[src/rtl/text_console_pkg.sv]
// Shared types and constants for the text console.
// Holds the FSM encoding, control characters and buffer geometry.
package text_console_pkg;

    typedef enum logic [2:0] {
        S_IDLE,
        S_ESC,
        S_ESC_Y1,
        S_ESC_Y2,
        S_CLR_SCREEN,
        S_CLR_ROW
    } state_t;

    localparam logic [7:0] BS    = 8'h08;
    localparam logic [7:0] LF    = 8'h0A;
    localparam logic [7:0] FF    = 8'h0C;
    localparam logic [7:0] CR    = 8'h0D;
    localparam logic [7:0] ESC   = 8'h1B;
    localparam logic [7:0] SPACE = 8'h20;
    localparam logic [7:0] CH_E  = 8'h45;
    localparam logic [7:0] CH_K  = 8'h4B;
    localparam logic [7:0] CH_Y  = 8'h59;
    localparam logic [7:0] CH_P  = 8'h70;
    localparam logic [7:0] CH_Q  = 8'h71;

    localparam int ROW_STRIDE = 64;

    function automatic logic is_printable(input logic [7:0] b);
        return (b >= 8'h20) && (b <= 8'h7E);
    endfunction

endpackage

[src/rtl/text_console_byte_fifo.sv]
// Small synchronous byte FIFO with show-ahead read data.
// Pushes while full are ignored; the caller flags the loss.
module byte_fifo #(
    parameter int DEPTH = 8,
    parameter int WIDTH = 8
) (
    input  logic             clk,
    input  logic             reset,
    input  logic             i_push,
    input  logic [WIDTH-1:0] i_data,
    input  logic             i_pop,
    output logic [WIDTH-1:0] o_data,
    output logic             o_full,
    output logic             o_empty
);

    localparam int AW = $clog2(DEPTH);

    logic [WIDTH-1:0] r_mem [DEPTH];
    logic [AW:0]      r_wr;
    logic [AW:0]      r_rd;
    logic             w_push;
    logic             w_pop;

    assign o_empty = (r_wr == r_rd);
    assign o_full  = (r_wr[AW] != r_rd[AW]) &&
                     (r_wr[AW-1:0] == r_rd[AW-1:0]);
    assign o_data  = r_mem[r_rd[AW-1:0]];
    assign w_push  = i_push && !o_full;
    assign w_pop   = i_pop && !o_empty;

    // Pointer update; extra MSB separates full from empty.
    always_ff @(posedge clk) begin
        if (reset) begin
            r_wr <= '0;
            r_rd <= '0;
        end else begin
            if (w_push) r_wr <= r_wr + 1'b1;
            if (w_pop)  r_rd <= r_rd + 1'b1;
        end
    end

    // Storage array, contents need no reset.
    always_ff @(posedge clk) begin
        if (w_push) r_mem[r_wr[AW-1:0]] <= i_data;
    end

endmodule

[src/rtl/text_console.sv]
// Byte-stream terminal front end for the LCD character buffer.
// Handles cursor, escapes, clears and scroll via a row-base offset.
module text_console
    import text_console_pkg::*;
#(
    parameter int COLS       = 40,
    parameter int ROWS       = 8,
    parameter int FIFO_DEPTH = 8
) (
    input  logic       clk,
    input  logic       reset,
    input  logic [7:0] rx_data,
    input  logic       rx_strobe,
    output logic       wr_en,
    output logic [8:0] wr_addr,
    output logic [7:0] wr_data,
    output logic [2:0] row_base,
    output logic [5:0] cursor_x,
    output logic [2:0] cursor_y,
    output logic       busy,
    output logic       overflow
);

    localparam int         COL_W    = $clog2(ROW_STRIDE);
    localparam logic [5:0] LAST_COL = 6'(COLS - 1);
    localparam logic [2:0] LAST_ROW = 3'(ROWS - 1);

    state_t             r_state;
    state_t             w_state_nxt;
    logic [COL_W-1:0]   r_cx;
    logic [COL_W-1:0]   w_cx_nxt;
    logic [2:0]         r_cy;
    logic [2:0]         w_cy_nxt;
    logic [2:0]         r_base;
    logic [2:0]         w_base_nxt;
    logic               r_inv;
    logic               w_inv_nxt;
    logic               r_ovf;
    logic [7:0]         r_byte;
    logic               r_vld;
    logic [2:0]         r_clr_row;
    logic [2:0]         w_clr_row_nxt;
    logic [5:0]         r_clr_col;
    logic [5:0]         w_clr_col_nxt;
    logic [2:0]         r_ypend;
    logic [2:0]         w_ypend_nxt;
    logic               r_wr_en;
    logic               w_wr_en_nxt;
    logic [8:0]         r_wr_addr;
    logic [8:0]         w_wr_addr_nxt;
    logic [7:0]         r_wr_data;
    logic [7:0]         w_wr_data_nxt;
    logic               r_busy;
    logic               w_busy_nxt;
    logic               w_nl;

    logic [7:0]         w_fifo_data;
    logic               w_full;
    logic               w_empty;
    logic               w_pop_st;
    logic               w_pop;
    logic [7:0]         w_off;
    logic [2:0]         w_ysat;
    logic [5:0]         w_xsat;
    logic [2:0]         w_phys;

    byte_fifo #(
        .DEPTH (FIFO_DEPTH),
        .WIDTH (8)
    ) u_fifo (
        .clk     (clk),
        .reset   (reset),
        .i_push  (rx_strobe),
        .i_data  (rx_data),
        .i_pop   (w_pop),
        .o_data  (w_fifo_data),
        .o_full  (w_full),
        .o_empty (w_empty)
    );

    assign w_pop_st = (r_state == S_IDLE)   ||
                      (r_state == S_ESC)    ||
                      (r_state == S_ESC_Y1) ||
                      (r_state == S_ESC_Y2);
    assign w_pop    = w_pop_st && !w_empty;

    assign w_off  = r_byte - SPACE;
    assign w_ysat = (r_byte < SPACE)      ? 3'd0 :
                    (w_off > 8'(LAST_ROW)) ? LAST_ROW :
                    w_off[2:0];
    assign w_xsat = (r_byte < SPACE)      ? 6'd0 :
                    (w_off > 8'(LAST_COL)) ? LAST_COL :
                    w_off[5:0];
    assign w_phys = r_cy + r_base;

    // Next-state, cursor, clear counters and write port.
    always_comb begin
        w_state_nxt   = r_state;
        w_cx_nxt      = r_cx;
        w_cy_nxt      = r_cy;
        w_base_nxt    = r_base;
        w_inv_nxt     = r_inv;
        w_clr_row_nxt = r_clr_row;
        w_clr_col_nxt = r_clr_col;
        w_ypend_nxt   = r_ypend;
        w_wr_en_nxt   = 1'b0;
        w_wr_addr_nxt = r_wr_addr;
        w_wr_data_nxt = r_wr_data;
        w_busy_nxt    = 1'b0;
        w_nl          = 1'b0;

        case (r_state)
            S_IDLE: if (r_vld) begin
                unique case (1'b1)
                    is_printable(r_byte): begin
                        w_wr_en_nxt   = 1'b1;
                        w_wr_addr_nxt = {w_phys, r_cx};
                        w_wr_data_nxt = {r_inv, r_byte[6:0]};
                        if (r_cx == LAST_COL) begin
                            w_cx_nxt = '0;
                            w_nl     = 1'b1;
                        end else begin
                            w_cx_nxt = r_cx + 1'b1;
                        end
                    end
                    (r_byte == CR): w_cx_nxt = '0;
                    (r_byte == LF): w_nl = 1'b1;
                    (r_byte == BS): begin
                        if (r_cx != '0) w_cx_nxt = r_cx - 1'b1;
                    end
                    (r_byte == FF): begin
                        w_state_nxt   = S_CLR_SCREEN;
                        w_clr_row_nxt = '0;
                        w_clr_col_nxt = '0;
                    end
                    (r_byte == ESC): w_state_nxt = S_ESC;
                    default: ;
                endcase
            end
            S_ESC: if (r_vld) begin
                w_state_nxt = S_IDLE;
                unique case (1'b1)
                    (r_byte == CH_P): w_inv_nxt = 1'b1;
                    (r_byte == CH_Q): w_inv_nxt = 1'b0;
                    (r_byte == CH_E): begin
                        w_state_nxt   = S_CLR_SCREEN;
                        w_clr_row_nxt = '0;
                        w_clr_col_nxt = '0;
                    end
                    (r_byte == CH_K): begin
                        w_state_nxt   = S_CLR_ROW;
                        w_clr_row_nxt = w_phys;
                        w_clr_col_nxt = r_cx;
                    end
                    (r_byte == CH_Y): w_state_nxt = S_ESC_Y1;
                    default: ;
                endcase
            end
            S_ESC_Y1: if (r_vld) begin
                w_ypend_nxt = w_ysat;
                w_state_nxt = S_ESC_Y2;
            end
            S_ESC_Y2: if (r_vld) begin
                w_cy_nxt    = r_ypend;
                w_cx_nxt    = w_xsat;
                w_state_nxt = S_IDLE;
            end
            S_CLR_SCREEN: begin
                w_wr_en_nxt   = 1'b1;
                w_busy_nxt    = 1'b1;
                w_wr_addr_nxt = {r_clr_row, r_clr_col};
                w_wr_data_nxt = SPACE;
                if (r_clr_col == LAST_COL) begin
                    w_clr_col_nxt = '0;
                    if (r_clr_row == LAST_ROW) begin
                        w_state_nxt = S_IDLE;
                        w_base_nxt  = '0;
                        w_cx_nxt    = '0;
                        w_cy_nxt    = '0;
                    end else begin
                        w_clr_row_nxt = r_clr_row + 1'b1;
                    end
                end else begin
                    w_clr_col_nxt = r_clr_col + 1'b1;
                end
            end
            S_CLR_ROW: begin
                w_wr_en_nxt   = 1'b1;
                w_busy_nxt    = 1'b1;
                w_wr_addr_nxt = {r_clr_row, r_clr_col};
                w_wr_data_nxt = SPACE;
                if (r_clr_col == LAST_COL) begin
                    w_state_nxt = S_IDLE;
                end else begin
                    w_clr_col_nxt = r_clr_col + 1'b1;
                end
            end
            default: w_state_nxt = S_IDLE;
        endcase

        // Newline: move down, or scroll and blank the new bottom row.
        if (w_nl) begin
            if (r_cy != LAST_ROW) begin
                w_cy_nxt = r_cy + 1'b1;
            end else begin
                w_base_nxt    = r_base + 1'b1;
                w_state_nxt   = S_CLR_ROW;
                w_clr_row_nxt = r_cy + r_base + 3'd1;
                w_clr_col_nxt = '0;
            end
        end
    end

    // FSM state register.
    always_ff @(posedge clk) begin
        if (reset) r_state <= S_IDLE;
        else       r_state <= w_state_nxt;
    end

    // Staged byte: loaded on pop, consumed by any popping state.
    always_ff @(posedge clk) begin
        if (reset) begin
            r_byte <= '0;
            r_vld  <= 1'b0;
        end else if (w_pop) begin
            r_byte <= w_fifo_data;
            r_vld  <= 1'b1;
        end else if (w_pop_st) begin
            r_vld  <= 1'b0;
        end
    end

    // Cursor, attributes, counters and registered write port.
    always_ff @(posedge clk) begin
        if (reset) begin
            r_cx      <= '0;
            r_cy      <= '0;
            r_base    <= '0;
            r_inv     <= 1'b0;
            r_ovf     <= 1'b0;
            r_clr_row <= '0;
            r_clr_col <= '0;
            r_ypend   <= '0;
            r_wr_en   <= 1'b0;
            r_wr_addr <= '0;
            r_wr_data <= '0;
            r_busy    <= 1'b0;
        end else begin
            r_cx      <= w_cx_nxt;
            r_cy      <= w_cy_nxt;
            r_base    <= w_base_nxt;
            r_inv     <= w_inv_nxt;
            r_clr_row <= w_clr_row_nxt;
            r_clr_col <= w_clr_col_nxt;
            r_ypend   <= w_ypend_nxt;
            r_wr_en   <= w_wr_en_nxt;
            r_wr_addr <= w_wr_addr_nxt;
            r_wr_data <= w_wr_data_nxt;
            r_busy    <= w_busy_nxt;
            if (rx_strobe && w_full) r_ovf <= 1'b1;
        end
    end

    assign wr_en    = r_wr_en;
    assign wr_addr  = r_wr_addr;
    assign wr_data  = r_wr_data;
    assign row_base = r_base;
    assign cursor_x = r_cx;
    assign cursor_y = r_cy;
    assign busy     = r_busy;
    assign overflow = r_ovf;

endmodule

[config.mk]
export PLATFORM = sky130hd
export DESIGN_NAME = text_console
export DESIGN_NICKNAME = d
export VERILOG_FILES = /design/src/rtl/text_console_pkg.sv /design/src/rtl/text_console_byte_fifo.sv /design/src/rtl/text_console.sv
export SDC_FILE = /design/constraint.sdc
export NUM_CORES = 1
export LEC_CHECK = 0
export CAP_MARGIN = 20
export CELL_PAD_IN_SITES_DETAIL_PLACEMENT = 2
export CELL_PAD_IN_SITES_GLOBAL_PLACEMENT = 2
export CORE_MARGIN = 1
export CORE_UTILIZATION = 39
export DETAILED_ROUTE_END_ITERATION = 6
export PLACE_DENSITY_LB_ADDON = 0.08
export SLEW_MARGIN = 10
export SYNTH_ARGS = -nofsm -noshare
export SYNTH_HDL_FRONTEND = slang
export SYNTH_SLANG_ARGS = --single-unit
[constraint.sdc]
create_clock -name clk -period 3.31 [get_ports clk]
set_input_delay 0.4965 -clock clk [delete_from_list [all_inputs] [get_ports clk]]
set_output_delay 0.4965 -clock clk [all_outputs]
set_load 0.02 [all_outputs]
# [Word-level counts from Yosys, hierarchy flattened]
# Memory sizes are Yosys's and may differ from the RTL's. A register that Yosys moved wholly into a read port is not among the register bits.
# Index checks and enable logic that the tools add are counted.
[totals] regBits=57 latch_bits=0 mem_bits_rw=64 romBits=0 inputBits=11 output_inout_bits=32 word_cells=156 mem_count=1
[op_classes] addsub=11 mul=0 div=0 order_cmp=5 eq_ne=29 n_shift=0 mux=72 bitwise=0 reduce_logical=22
[mem_list] memory="u_fifo.r_mem" words=8 word_bits=8 read_ports=1 rd_clocked_by_memory_dff=1 write_ports=1 line_no="text_console_byte_fifo.sv:19" rtl="logic [WIDTH-1:0] r_mem [DEPTH];"
[op_table] operator="6-bit 2-to-1 mux" count=15
[op_table] operator="3-bit 2-to-1 mux" count=28
[op_table] operator="8-bit by 7-bit equality test with 1-bit output, second input constant" count=5
[op_table] operator="6-bit case mux with 3 select lines" count=2
[op_table] operator="8-bit by 4-bit equality test with 1-bit output, second input constant" count=4
[op_table] operator="6-bit case mux with 4 select lines" count=1
[op_table] operator="9-bit 2-to-1 mux" count=2
[op_table] operator="3-bit case mux with 2 select lines" count=3
[op_table] operator="3-bit case mux with 3 select lines" count=2
[op_table] operator="3-bit case mux with 6 select lines" count=1
[op_table] operator="9-bit case mux with 2 select lines" count=1
[op_table] operator="8-bit 2-to-1 mux" count=2
[op_table] operator="8-bit case mux with 2 select lines" count=1
[op_table] operator="3-bit by 1-bit adder with 3-bit output, second input constant" count=4
[op_table] operator="6-bit by 1-bit adder with 6-bit output, second input constant" count=2
[op_table] operator="6-bit equality test, second input constant" count=2
[op_table] operator="6-bit case mux with 2 select lines" count=1
[op_table] operator="1-bit 2-to-1 mux" count=10
[op_table] operator="3-bit equality test, second input constant" count=3
[op_table] operator="4-bit by 1-bit adder with 4-bit output, second input constant" count=2
[op_table] operator="8-bit by 5-bit equality test with 1-bit output, second input constant" count=1
[op_table] operator="8-bit by 6-bit greater-or-equal comparator with 1-bit output, second input constant" count=1
[op_table] operator="8-bit by 3-bit greater-than comparator with 1-bit output, second input constant" count=1
[op_table] operator="8-bit by 6-bit greater-than comparator with 1-bit output, second input constant" count=1
[op_table] operator="27 further kinds" count=44

# [Longest topological paths before layout]
[depth] word_depth=6 ltp_mapped=9 depth_no_buf=9

# [Cells and area by module]
# From an unflattened synthesis, not the netlist that was laid out.
[unflattened] cells_unflattened=623 hier_area_um2=6822.8
[by_module_without_submodules] mod="text_console" instances=1 cells_each=445 area_per_inst_um2=3656.0 seq_area_each_um2=1141.1
[by_module_without_submodules] mod="byte_fifo" instances=1 cells_each=178 area_per_inst_um2=3166.8 seq_area_each_um2=2142.1

# [Least setup slack after synthesis]
# Ideal clock, no wire load.
[synth_timing] path_kind="register -> register" startpoint="reg u_fifo.r_rd[1]" endpoint="mem u_fifo.r_mem[1][0], enable pin" setup_time_ns=0.383 t_arrival_ns=1.991 required_time_ns=2.927 setup_slack_ns=0.936 path_stages_with_launch=6 path_buffers=1 period_less_slack_ns=2.374 cell_sequence="dfxtp_1 > clkbuf_1 > xor2_1 > o41ai_1 > or2_2 > nor3_1"
[synth_via] elab_chain_len=6
[synth_rtl] element="start, declared" line_no="text_console_byte_fifo.sv:21" rtl="logic [AW:0] r_rd;"
[synth_rtl] element="start signal, assigned" line_no="text_console_byte_fifo.sv:39" rtl="if (w_pop) r_rd <= r_rd + 1'b1;"
[synth_rtl] element="3-bit equality test" line_no="text_console_byte_fifo.sv:27" rtl="(r_wr[AW-1:0] == r_rd[AW-1:0]);"
[synth_rtl] element="1-bit logical AND" line_no="text_console_byte_fifo.sv:26" rtl="assign o_full = (r_wr[AW] != r_rd[AW]) &&"
[synth_rtl] element="1-bit logical NOT" line_no="text_console_byte_fifo.sv:29" rtl="assign w_push = i_push && !o_full;"
[synth_rtl] element="1-bit logical AND" line_no="text_console_byte_fifo.sv:29"
[synth_rtl] element="1-bit 2-to-1 mux" line_no="text_console_byte_fifo.sv:45" rtl="if (w_push) r_mem[r_wr[AW-1:0]] <= i_data;"
[synth_rtl] element="1-bit 2-to-1 mux (not written as such)" line_no="text_console_byte_fifo.sv:45"
[synth_rtl] element="end, declared" line_no="text_console_byte_fifo.sv:19"
# Every way passes these cells.

# [Worst setup path in the final report]
[layout_timing] startpoint="reg r_byte[5], read port of u_fifo.r_mem" endpoint="reg r_clr_row[2]"
[layout_via] elab_chain_len=6 elab_cells_between_ends=17 classes_between="order compare (2); eq/ne (4); mux (10); reduce/logical (1)"
[layout_rtl] element="start, declared" line_no="text_console.sv:39" rtl="logic [7:0] r_byte;"
[layout_rtl] element="8-bit by 6-bit greater-or-equal comparator with 1-bit output, or another cell as far along" line_no="text_console_pkg.sv:29" rtl="return (b >= 8'h20) && (b <= 8'h7E);"
[layout_rtl] element="1-bit logical AND, or another cell as far along" line_no="text_console_pkg.sv:29"
[layout_rtl] element="1-bit case mux with 2 select lines, or another cell as far along" line_no="text_console.sv:114" rtl="unique case (1'b1)"
[layout_rtl] element="1-bit 2-to-1 mux or 3-bit case mux with 3 select lines (tied branches)" line_no="text_console.sv:113, text_console.sv:112"
[layout_rtl] element="1-bit 2-to-1 mux or 3-bit 2-to-1 mux (tied branches)" line_no="text_console.sv:112, text_console.sv:203"
[layout_rtl] element="3-bit 2-to-1 mux (*)" line_no="text_console.sv:202" rtl="if (w_nl) begin"
[layout_rtl] element="end signal, assigned" line_no="text_console.sv:253" rtl="r_clr_row <= w_clr_row_nxt;"
[layout_rtl] element="end, declared" line_no="text_console.sv:41" rtl="logic [2:0] r_clr_row;"
# Every way passes the cells marked *; elsewhere a longest branch is shown, timed or not.
# A chain may end at the register's enable or synchronous reset.

==> qor.yml <==
yosys:
  synth-seq-cells: 129
  synth-adder-area-share_pct: 3.38
  syn_avg_cell_area_um2: 10.8
  syn_area_um2: 6150
  async_reset_ff_share_pct: 0
  synth_compound_gate_area_share_pct: 12.1
  ys_seq_area_share_pct: 52.4
  ys_types: 67
  synth-simple-area-share_pct: 16.7
  synthFlopType: "dfxtp_1"
  syn_inst: 569
  syn_nets: 596
  synth_xor_area_share_pct: 2.70
  synth_top_family_by_area: "simple AND/OR/NAND/NOR gates"
  synth-edff-count: 64
  yosysWarnings: 0
  synth_mux_area_share_pct: 8.97
cells_and_area:
  layout_common_cells: "nor2_1 (69), dfxtp_1 (65), edfxtp_1 (64), clkdlybuf4s50_1 (41), nand2_1 (40)"
  layout.cells.most_common: "nor2_1"
  finalCoreUtilization_pct: 48.4
  num_antenna_cells: 0
  nets: 641
  instances_no_fill: 838
  area.growth.synth_to_final_pct: 20.6
  drive_above_1_share_pct: 14.2
  fin_area_um2: 7420
sta:
  setup_violations: 0
  final-max-slew-violation-count: 0
  fin_ws_ns: 0.529
  relSlewSlack_pct: 36.5
  whs_ns: 0.461
  rsz0062_at_grt: "false"
  tightest_slew_ns: 0.940
  fin_skew_ns: 0.0143
  hold_viol_final: 0
  fmax_ghz: 0.360
  tns_ns: 0
  finalCriticalPeriod_ns: 2.78
  fin_crit_sh_pct: 84.0
hold_path:
  worstHoldPathType: "reg2reg"
cts:
  cts_setup_buffers: 0
  ctsHoldBuffers: 0
  h-tree-depth: 4
  cts_buffers: 17
  cts_resized: 0
  clock_sinks: 129
  clk_latency_ns: 0.43
  clockRootBuffer: "clkbuf_16"
  path_clk_slew_ns: 0.07
  cts_tree: "built"
  cts_max_path_buffers: 2
floorplanning:
  fp.dieW_um: 128
  initial_core_util_pct: 40.2
  die_area_um2: 16300
  rows: 45
  core_area_um2: 15300
  num_io_pins: 43
  die_h_um: 128
route:
  wl_per_cell_um: 21.1
  via_count: 4679
  wirelength_mm: 17.7
  ant_nets: 0
  drt_iter0_markers: 216
  viasPerCell: 5.58
  drc_errors: 0
  drt_pass1_iterations: 4
global_route:
  antenna_found_initial: 0
  grtUsageTotal_pct: 23.3
  grt_overflow_total: 0
  grt_max_degree: 27
  grt_pass1_wl_mm: 28.4
  grt_pass1_vias: 5107
place:
  gp_congestion: 0.796
  dp.final_hpwl_mm: 12.4
  place_inst: 806
  dp_slack_ns: 0.532
  placed_cell_area_um2: 6850
  port-buffer-count: 42
power:
  vdd_drop_max_mv: 0.462
  report.power.total_mw: 5.58
  p_leak_nw: 2.58
  p_per_area_nw_per_um2: 752
setup_path:
  timing.rr.end: "r_clr_row[2]"
  crit_path_end: "r_clr_row[2]"
  startpoint_type: "register"
  r2r_cells: 6
  critical_path_arrival_ns: 3.11
  cp.required_ns: 3.63
  cp-startpoint: "r_byte[5]"
  path_class: "reg2reg"
  r2r_setup_slack_ns: 0.53
  worstSetupEndpointType: "register"
  rr_startpoint: "r_byte[5]"
  worstPathMaxFanout: 14
status:
  status: "finished, final reports clean"
job:
  drv_cap: 0
## sequential cells by signal (all words and copies together) (netlist names), 3 cells and up
name and cells:
r_clr_col 6, cursor_y 3, wr_addr 9, cursor_x 6, r_ypend 3, r_byte 8, u_fifo.r_mem 64, u_fifo.r_rd 4
wr_data 8, r_state 3, u_fifo.r_wr 4, row_base 3, r_clr_row 3
## metal layers
| metal | global-route usage [%] | wire (um) | vias up |
|---|---|---|---|
| met5 | 0 | 0 | - |
| met4 | 8.93 | 387 | 0 |
| met2 | 43.2 | 9300 | 71 |
| met3 | 4.10 | 444 | 25 |
| li1 | - | - | 2218 |
| met1 | 26.7 | 7540 | 2365 |
## power by group
| group | switching, mW | internal [mW] | total [mW] |
|---|---|---|---|
| Sequential | 0.245 | 1.84 | 2.09 |
| Combinational | 0.978 | 0.719 | 1.70 |
| Clock | 0.802 | 0.994 | 1.80 |
## cell type report
type	instances	area, um^2
clock inverter	15	140
multi-input combinational	382	2700
tap	211	264
timing repair buffer	66	596
inverter	18	67.6
sequential	129	3220
clock buffer	17	425
fill	1604	7900
## worst min-delay path by stage
stage | from | endpoint | cells after the start
final | wr_data[3] | wr_data[3] | 2
after global routing | wr_data[3] | wr_data[3] | 2
after global placement | r_ypend[1] | r_ypend[1] | 2
after floorplan | r_inv | wr_data[7] | 2
after CTS | wr_data[3] | wr_data[3] | 2
after detailed placement | wr_data[3] | wr_data[3] | 2
## synth_stat cells, types with 2 or more instances
cell type   n  share of area [%]
nand3_1    17                1.4
nand4_1     5               0.51
and3_1      3               0.31
and3b_1     3               0.43
nand3b_1    3               0.37
mux2_2      5               0.91
edfxtp_1   64                 31
nand4b_1    2               0.28
inv_1      18                1.1
nor4b_1     2               0.28
xnor2_1    10                1.4
o211ai_1    7               0.85
a211oi_1   14                1.7
nor3_1     17                1.4
o32ai_1     2               0.28
a222oi_1    4               0.65
nor2b_1     7               0.71
buf_1       4               0.24
clkbuf_1   31                1.9
a221oi_1    7                1.0
nor4_1      9               0.91
xor2_1      9                1.3
mux2i_1    12                2.0
a41oi_1     2               0.28
or2_2       3               0.31
nor2_1     69                4.2
mux4_2     16                5.9
a21oi_1    38                3.1
and4_1      2               0.28
a31oi_1     5               0.51
a22oi_1     2               0.24
nand2_1    40                2.4
nand2b_1    5               0.51
ha_1       15                3.1
o21ai_0     6               0.49
buf_2       3               0.24
o221ai_1    2               0.28
dfxtp_1    65                 21
or3_1      10                1.0
a2111oi_0   4               0.57
## kinds of logic (layout without fill, tap and decap cells)
kind of cell,count (synthesis),after routing
flops,129,129
buf+inv,58,116
compound gates,106,106
mux,34,34
fa+ha+maj,16,16
xor+xnor,19,19
simple gates,207,207
## critical path: stages, from the launching register on
cell and delay [ns]:
dfxtp_1 0.59, ha_1 0.24, a41oi_1 0.19, or4_1 0.77, o21ai_4 0.49, a21oi_1 0.09
a221oi_1 0.29
Power figures use the tool's default switching activity.
